**src/rtl/trdb_pkg.sv**
```systemverilog
// Shared trace-encoder packet types for the packet scheduler.
// Packet formats, sync subformats, qualification status and queued request bundle.
package trdb_pkg;

  typedef enum logic [1:0] {
    F_OPT_EXT    = 2'h0,
    F_DIFF_DELTA = 2'h1,
    F_ADDR_ONLY  = 2'h2,
    F_SYNC       = 2'h3
  } trdb_format_e;

  typedef enum logic [1:0] {
    SF_START   = 2'h0,
    SF_TRAP    = 2'h1,
    SF_CONTEXT = 2'h2,
    SF_SUPPORT = 2'h3
  } trdb_f_sync_subformat_e;

  typedef enum logic [1:0] {
    NO_CHANGE  = 2'h0,
    ENDED_REP  = 2'h1,
    TRACE_LOST = 2'h2,
    ENDED_NTR  = 2'h3
  } qual_status_e;

  typedef struct packed {
    trdb_format_e           format;
    trdb_f_sync_subformat_e subformat;
    logic                   thaddr;
    logic                   lc_tc_mux;
    qual_status_e           qual_status;
  } trdb_pkt_req_s;

  function automatic logic is_sync_support(trdb_pkt_req_s r);
    return (r.format == F_SYNC) && (r.subformat == SF_SUPPORT);
  endfunction

endpackage

```
**src/rtl/trdb_pkt_fifo.sv**
```systemverilog
// Request queue for the packet scheduler; caller gates push/pop.
// Head reads as zero when empty so the payload idles at its reset value.
module trdb_pkt_fifo
  import trdb_pkg::*;
#(
  parameter int unsigned DEPTH = 4
) (
  input  logic                     clk_i,
  input  logic                     rst_ni,
  input  logic                     flush_i,
  input  logic                     push_i,
  input  trdb_pkt_req_s            data_i,
  input  logic                     pop_i,
  output trdb_pkt_req_s            data_o,
  output logic [$clog2(DEPTH):0]   level_o,
  output logic                     full_o,
  output logic                     empty_o
);

  localparam int unsigned AW = $clog2(DEPTH);

  logic [AW-1:0] wptr_q, rptr_q;
  logic [AW:0]   level_q;
  trdb_pkt_req_s mem_q [DEPTH];

  assign full_o  = (level_q == (AW+1)'(DEPTH));
  assign empty_o = (level_q == '0);
  assign level_o = level_q;
  assign data_o  = empty_o ? '0 : mem_q[rptr_q];

  always_ff @(posedge clk_i) begin
    if (push_i) mem_q[wptr_q] <= data_i;
  end

  // Pointers wrap naturally: DEPTH is a power of two.
  always_ff @(posedge clk_i or negedge rst_ni) begin
    if (!rst_ni) begin
      wptr_q  <= '0;
      rptr_q  <= '0;
      level_q <= '0;
    end else if (flush_i) begin
      wptr_q  <= '0;
      rptr_q  <= '0;
      level_q <= '0;
    end else begin
      if (push_i) wptr_q <= wptr_q + 1'b1;
      if (pop_i)  rptr_q <= rptr_q + 1'b1;
      if (push_i && !pop_i)      level_q <= level_q + 1'b1;
      else if (pop_i && !push_i) level_q <= level_q - 1'b1;
    end
  end

endmodule

```
**src/rtl/trdb_packet_sched.sv**
```systemverilog
// Packet request scheduler: FIFO queue, overflow tracking, resync timer.
// Resync timer is built only when TRDB_RESYNC_EN is defined.
module trdb_packet_sched
  import trdb_pkg::*;
#(
  parameter int unsigned DEPTH    = 4,
  parameter int unsigned RESYNC_W = 16
) (
  input  logic                   clk_i,
  input  logic                   rst_ni,
  input  logic                   valid_i,
  input  trdb_format_e           format_i,
  input  trdb_f_sync_subformat_e subformat_i,
  input  logic                   thaddr_i,
  input  logic                   lc_tc_mux_i,
  input  qual_status_e           qual_status_i,
  input  logic                   flush_i,
  output logic                   valid_o,
  input  logic                   ready_i,
  output trdb_format_e           format_o,
  output trdb_f_sync_subformat_e subformat_o,
  output logic                   thaddr_o,
  output logic                   lc_tc_mux_o,
  output qual_status_e           qual_status_o,
  output logic [$clog2(DEPTH):0] level_o,
  output logic                   lost_o,
  output logic                   lost_sticky_o,
  input  logic                   resync_tick_i,
  input  logic                   resync_rst_i,
  input  logic [RESYNC_W-1:0]    resync_max_i,
  output logic                   gt_max_resync_o,
  output logic                   et_max_resync_o
);

  trdb_pkt_req_s req_in, head;
  logic full, empty, push_en, pop_en, drop;
  logic lost_q, sticky_q;

  assign req_in = '{format:      format_i,
                    subformat:   subformat_i,
                    thaddr:      thaddr_i,
                    lc_tc_mux:   lc_tc_mux_i,
                    qual_status: qual_status_i};

  assign valid_o = !empty;
  assign pop_en  = valid_o && ready_i;
  assign push_en = valid_i && !flush_i && (!full || pop_en);
  assign drop    = valid_i && !flush_i && full && !pop_en;

  trdb_pkt_fifo #(
    .DEPTH (DEPTH)
  ) i_fifo (
    .clk_i   (clk_i),
    .rst_ni  (rst_ni),
    .flush_i (flush_i),
    .push_i  (push_en),
    .data_i  (req_in),
    .pop_i   (pop_en),
    .data_o  (head),
    .level_o (level_o),
    .full_o  (full),
    .empty_o (empty)
  );

  assign format_o      = head.format;
  assign subformat_o   = head.subformat;
  assign thaddr_o      = head.thaddr;
  assign lc_tc_mux_o   = head.lc_tc_mux;
  assign qual_status_o = head.qual_status;

  // A new loss outranks a same-cycle support-packet clear.
  always_ff @(posedge clk_i or negedge rst_ni) begin
    if (!rst_ni) begin
      lost_q   <= 1'b0;
      sticky_q <= 1'b0;
    end else begin
      lost_q <= drop;
      if (drop)
        sticky_q <= 1'b1;
      else if (pop_en && is_sync_support(head))
        sticky_q <= 1'b0;
    end
  end

  assign lost_o        = lost_q;
  assign lost_sticky_o = sticky_q;

`ifdef TRDB_RESYNC_EN
  logic [RESYNC_W-1:0] cnt_q;

  always_ff @(posedge clk_i or negedge rst_ni) begin
    if (!rst_ni)
      cnt_q <= '0;
    else if (resync_rst_i)
      cnt_q <= '0;
    else if (resync_tick_i && (cnt_q != '1))
      cnt_q <= cnt_q + 1'b1;
  end

  assign gt_max_resync_o = (cnt_q >= resync_max_i);
  assign et_max_resync_o = (resync_max_i != '0) &&
                           (cnt_q == resync_max_i - RESYNC_W'(1));
`else
  logic unused_resync;
  assign unused_resync   = ^{resync_tick_i, resync_rst_i, resync_max_i};
  assign gt_max_resync_o = 1'b0;
  assign et_max_resync_o = 1'b0;
`endif

endmodule

```
**config.mk**
```make
export PLATFORM = sky130hd
export DESIGN_NAME = trdb_packet_sched
export DESIGN_NICKNAME = d
export VERILOG_FILES = /design/src/rtl/trdb_pkg.sv /design/src/rtl/trdb_pkt_fifo.sv /design/src/rtl/trdb_packet_sched.sv
export SDC_FILE = /design/constraint.sdc
export NUM_CORES = 1
export LEC_CHECK = 0
export CAP_MARGIN = 20
export CORE_ASPECT_RATIO = 0.8
export CORE_MARGIN = 3
export CORE_UTILIZATION = 45
export CTS_BUF_LIST = sky130_fd_sc_hd__clkbuf_8
export CTS_CLUSTER_SIZE = 28
export DETAILED_ROUTE_END_ITERATION = 8
export PLACE_DENSITY_LB_ADDON = 0.12
export SKIP_CTS_REPAIR_TIMING = 1
export SYNTH_ARGS = -nofsm -noshare
export SYNTH_HDL_FRONTEND = slang
export SYNTH_SLANG_ARGS = --single-unit
export TNS_END_PERCENT = 1
```
**constraint.sdc**
```tcl
create_clock -name clk_i -period 1.9 [get_ports clk_i]
set_clock_uncertainty 0.15 [all_clocks]
set_input_delay 0.19 -clock clk_i [delete_from_list [all_inputs] [get_ports clk_i]]
set_output_delay 0.19 -clock clk_i [all_outputs]
set_load 0.02 [all_outputs]
```
-- Word-level counts from Yosys, hierarchy flattened
Memory sizes are Yosys's and may differ from the RTL's.
Cells that the tools add are included.
Widths: inputs -> output; s select.
- register bits: 9
- bits in writable memories: 32
- memories: 1
- memories (name ; words ; bits a word ; read ports ; clocked after memory_dff ; wr ports ; RTL line ; text):
    i_fifo.mem_q ; 4 ; 8 ; 1 ; 0 ; 1 ; trdb_pkt_fifo.sv:24 ; trdb_pkt_req_s mem_q [DEPTH];
- $add $sub $neg: 4
- eq/ne operators: 3
- mux-type cells: 12
- reductions and logical operators: 20
- operators with widths (kind ; count):
    $logic_and 1x1->1 ; 9
    $mux 3 ; 3
    $mux 2 ; 4
    $mux 8 ; 1
    $reduce_bool 2->1 ; 3
    $logic_not 1->1 ; 5
    $add 2x1->2 const B ; 2
    $eq 2x2->1 const B ; 2
    $mux 1 ; 4
    $add 3x1->3 const B ; 1
    $eq 3x3->1 const B ; 1
    $logic_not 3->1 ; 1
    $reduce_bool 3->1 ; 1
    $sub 3x1->3 const B ; 1
    $logic_or 1x1->1 ; 1

-- Logic depth before layout (Yosys ltp)
- depth in word-level cells: 10
- gate-level depth with buffers: 8

-- Cells and area by module
Synthesis repeated with hierarchy kept, for this count alone.
- cell total of the unflattened synthesis: 106
- area, all modules: 1764.2 um^2
- modules (own cells, without submodules) (module ; times used ; cells each ; area an instance (um^2) ; sequential area each (um^2)):
    trdb_pkt_fifo ; 1 ; 93 ; 1641.6 ; 1136.1
    trdb_packet_sched ; 1 ; 13 ; 122.6 ; 50.0

-- Least setup slack after synthesis
Ideal clock, no wire load.
- path kind: flip-flop to flip-flop
- from: register i_fifo.level_q[1], in the netlist i_fifo.level_o[1]
- to: register i_fifo.level_q[2], in the netlist i_fifo.level_o[2]
- setup time: 0.082 ns
- arrival: 1.843 ns
- required time: 1.668 ns
- setup slack: -0.175 ns
- stages on the path, launching flop included: 8
- buffers on the path: 0
- period minus slack after synthesis: 2.075 ns
- path through: dfrtp_1 > o31ai_4 > nor3b_4 > fa_1 > o211ai_1 > mux2i_1 > nand2b_1 > a31oi_1
- word-level cells in the longest chain between the ends: 8
- RTL lines (element ; RTL line ; text):
    start: declaration ; trdb_pkt_fifo.sv:23 ; logic [AW:0] level_q;
    start signal: assignment ; trdb_pkt_fifo.sv:48 ; if (push_i && !pop_i) level_q <= level_q + 1'b1;
    start signal: assignment ; trdb_pkt_fifo.sv:49 ; else if (pop_i && !push_i) level_q <= level_q - 1'b1;
    parallel branches: the longest is 8 deep, another holds $sub 3x1->3 ; -- ;
Several ways; the timed one is not identified. The select of a mux whose other input is x is not followed.
A chain may end at the register's enable or synchronous reset.

-- Final worst setup path
Same ends and word-level chain as after synthesis.

==> qor.yml <==
grt_antenna_before_repair: 0
startpoint_type: "flop"
crit_path_cell_trace: "buf_4, nor4b_4, nor3b_4, fa_2, buf_4, nand3b_1, a31oi_1"
yosysSeqAreaShare_pct: 63.6
gp_routability_congestion: 0.876
fp-row-count: 20
drt_pass_1_iters: 4
wl_mm: 3.52
cts-buffers-inserted: 5
grt_util_all_layers_pct: 15.7
clock_tree.root_cell: "sky130_fd_sc_hd__clkbuf_8"
synth_cells: 114
fin_area_mm2: 0.00249
unrepaired_setup_endpoints_after_global_routing: "true"
cts_tree: "yes"
power_density_mw_per_mm2: 950
nets: 200
critical_path_arrival_ns: 2.12
worst_ir_drop_vdd_mv: 0.413
timing_max_transition_violations_final: 0
syn2layout_area_growth_pct: 33.4
syn_area_per_cell_um2: 16.4
final-seq-area_mm2: 0.00119
synth.cell_area_mm2: 0.00187
final_common_cell: "sky130_fd_sc_hd__edfxtp_1"
cap_violations: 0
globalRouteOverflowTotal: 0
drc_errors: 0
total_leakage_power_nw: 1.00
final_period_minus_worst_setup_slack_ns: 2.07
buffer_ports.inserted: 26
route.vias.total: 1124
synth_cell_types: 34
cts_num_sinks: 41
yosys_register_bits: 41
dp_hpwl_mm: 2.44
n_antenna_cell: 0
cp_max_fo: 8
clock_insertion_delay_worst_skew_ns: 0.28
layout.filler_cells: 303
netSwitchingFraction_pct: 28.6
first_global_vias: 1071
yosys_warnings: 0
floorplan.die_area_mm2: 0.00496
layout_worst_path_cycle_share_pct: 109
first_pass_grt_wire_length_mm: 5.73
number_of_hold_violations_in_the_final_report: 0
p_total_mw: 2.37
share_clk_of_total_power_pct: 21.7
cts.htree.levels: 2
clk_transition_reported_paths_ns: 0.07
layout_cells_sized_above_1_pct: 30.9
max_stage_delay_ns: 0.40
placedCellCount: 205
combPwrFrac_pct: 33.3
status: "finished with violations"
multi_input_area_um2: 617
antenna_left: 0
kind_of_end_point_of_the_critical_path: "flop"
critical_path.most_common_cell: "sky130_fd_sc_hd__buf_4"
via_per_inst: 5.11
floorplan.core_area_mm2: 0.00390
detailedRoute.firstIterationViolations: 93
critPathKind: "reg -> reg"
netSwitchingPower_mw: 0.676
hp-class: "in -> async"
fin_hold_ws_ns: 0.0740
p_seq_share_pct: 45.0
ios: 47
cts_buffer_depth: 2
final-setup-viol-count: 29
fin_util_pct: 63.7
placedInstanceArea_mm2: 0.00234
initial_cell_density_of_the_core_pct: 47.8
internal_power_mw: 1.69
dp_slack_ns: -0.371
max_freq_ghz: 0.483
worst-path-buf-inv: 2
grt_start_max_net_pins: 12
worst_path_dominant_cell_family: "simple AND/OR/NAND/NOR gates"
fp.dieW_um: 78.0
worst_path_max_delay_cell: "sky130_fd_sc_hd__dfrtp_2"
die-height_um: 63.6
final.setup.tns_ns: -1.44
layoutNonFillerInstCount: 220
fin_ws_ns: -0.172
layout.cells.most_common_list: "sky130_fd_sc_hd__edfxtp_1, sky130_fd_sc_hd__buf_4, sky130_fd_sc_hd__clkdlybuf4s50_1"
detail_route.wl_per_cell_um: 16.0
critPathRequiredTime_ns: 1.95
timing.reg2reg.setup_slack_ns: -0.17
failed_checks: "setup timing"
[synth_stat cells (all sizes together)]
| library cell | n | area share (%) |
|---|---|---|
| edfxtp | 32 | 52 |
| and2 | 12 | 4.0 |
| dfrtp | 9 | 12 |
| mux4 | 8 | 9.7 |
| buf | 7 | 3.0 |
| nor2 | 6 | 1.2 |
| ha | 4 | 2.7 |
| inv | 4 | 0.80 |
| nor3 | 4 | 1.6 |
| nand2 | 2 | 0.40 |
| nand2b | 2 | 0.67 |
| nand3b | 2 | 0.80 |
| o211ai | 2 | 0.80 |
| o21a | 2 | 0.94 |
| o31ai | 2 | 1.5 |
| xor2 | 2 | 0.94 |
| a31oi | 1 | 0.34 |
| clkbuf | 1 | 0.20 |
| conb | 1 | 0.20 |
| fa | 1 | 1.1 |
| mux2i | 1 | 0.54 |
| nand3 | 1 | 0.27 |
| nand4 | 1 | 0.34 |
| nor3b | 1 | 1.0 |
| nor4b | 1 | 1.3 |
| o22a | 1 | 0.47 |
| o22ai | 1 | 0.34 |
| or3 | 1 | 0.34 |
| or4b | 1 | 0.54 |
| xnor2 | 1 | 0.47 |
[power groups by stage]
stage	Combinational [mW]	Clock, mW	Sequential [mW]
after global placement	0.750	0	1.08
after global routing	0.847	0.567	1.07
final	0.787	0.514	1.06
after CTS	0.770	0.528	1.07
after detailed placement	0.763	0	1.08
after floorplan	0.401	0	1.12
[area by class of cell]
cell class	count	area share, %
Sequential cell	41	47.8
Multi-Input combinational cell	62	24.8
Timing Repair Buffer	50	20.8
Clock buffer	5	2.77
Tap cell	55	2.77
Inverter	4	0.603
Clock inverter	3	0.452
[per-layer routing]
| metal | GRT usage [%] | up-vias | part of all wire [%] |
|---|---|---|---|
| met5 | 0 | - | 0 |
| met4 | 4.59 | 0 | 0.54 |
| met3 | 4.71 | 2 | 4.5 |
| met2 | 22.2 | 29 | 45 |
| met1 | 23.3 | 573 | 50 |
| li1 | - | 520 | - |
[path summary, 6_finish.rpt]
check	from	end	cells after the start
min reg2reg	lost_sticky_o$_DFFE_PN0P_	lost_sticky_o$_DFFE_PN0P_	1
min	rst_ni	i_fifo.rptr_q[0]$_DFFE_PN0P_	1
max	i_fifo.level_o[1]$_DFFE_PN0P_	i_fifo.level_o[2]$_DFFE_PN0P_	7
max reg2reg	i_fifo.level_o[1]$_DFFE_PN0P_	i_fifo.level_o[2]$_DFFE_PN0P_	7
max in group asynchronous	rst_ni	i_fifo.level_o[0]$_DFFE_PN0P_	1
min in group clk_i	lost_sticky_o$_DFFE_PN0P_	lost_sticky_o$_DFFE_PN0P_	1
[flip-flops by register name, summed over array words and instances, names as in the netlist]
| name | cells |
|---|---|
| i_fifo.wptr_q | 2 |
| lost_sticky_o | 1 |
| i_fifo.rptr_q | 2 |
| i_fifo.level_o | 3 |
| lost_o | 1 |
| i_fifo.mem_q | 32 |
[cells by family (layout without fill, tap and decap cells)]
group	count (synthesis)	in the layout	synth area share [%]
flip-flops	41	41	63.6
AND/OR/NAND/NOR	34	34	12.5
buffers and inverters	12	62	3.96
AO/OA/AOI/OAI	9	9	4.43
multiplexers	9	9	10.2
adder cells (fa/ha/maj)	5	5	3.76
XOR/XNOR	3	3	1.41
other	1	2	0.201
Power figures use the tool's default switching activity.
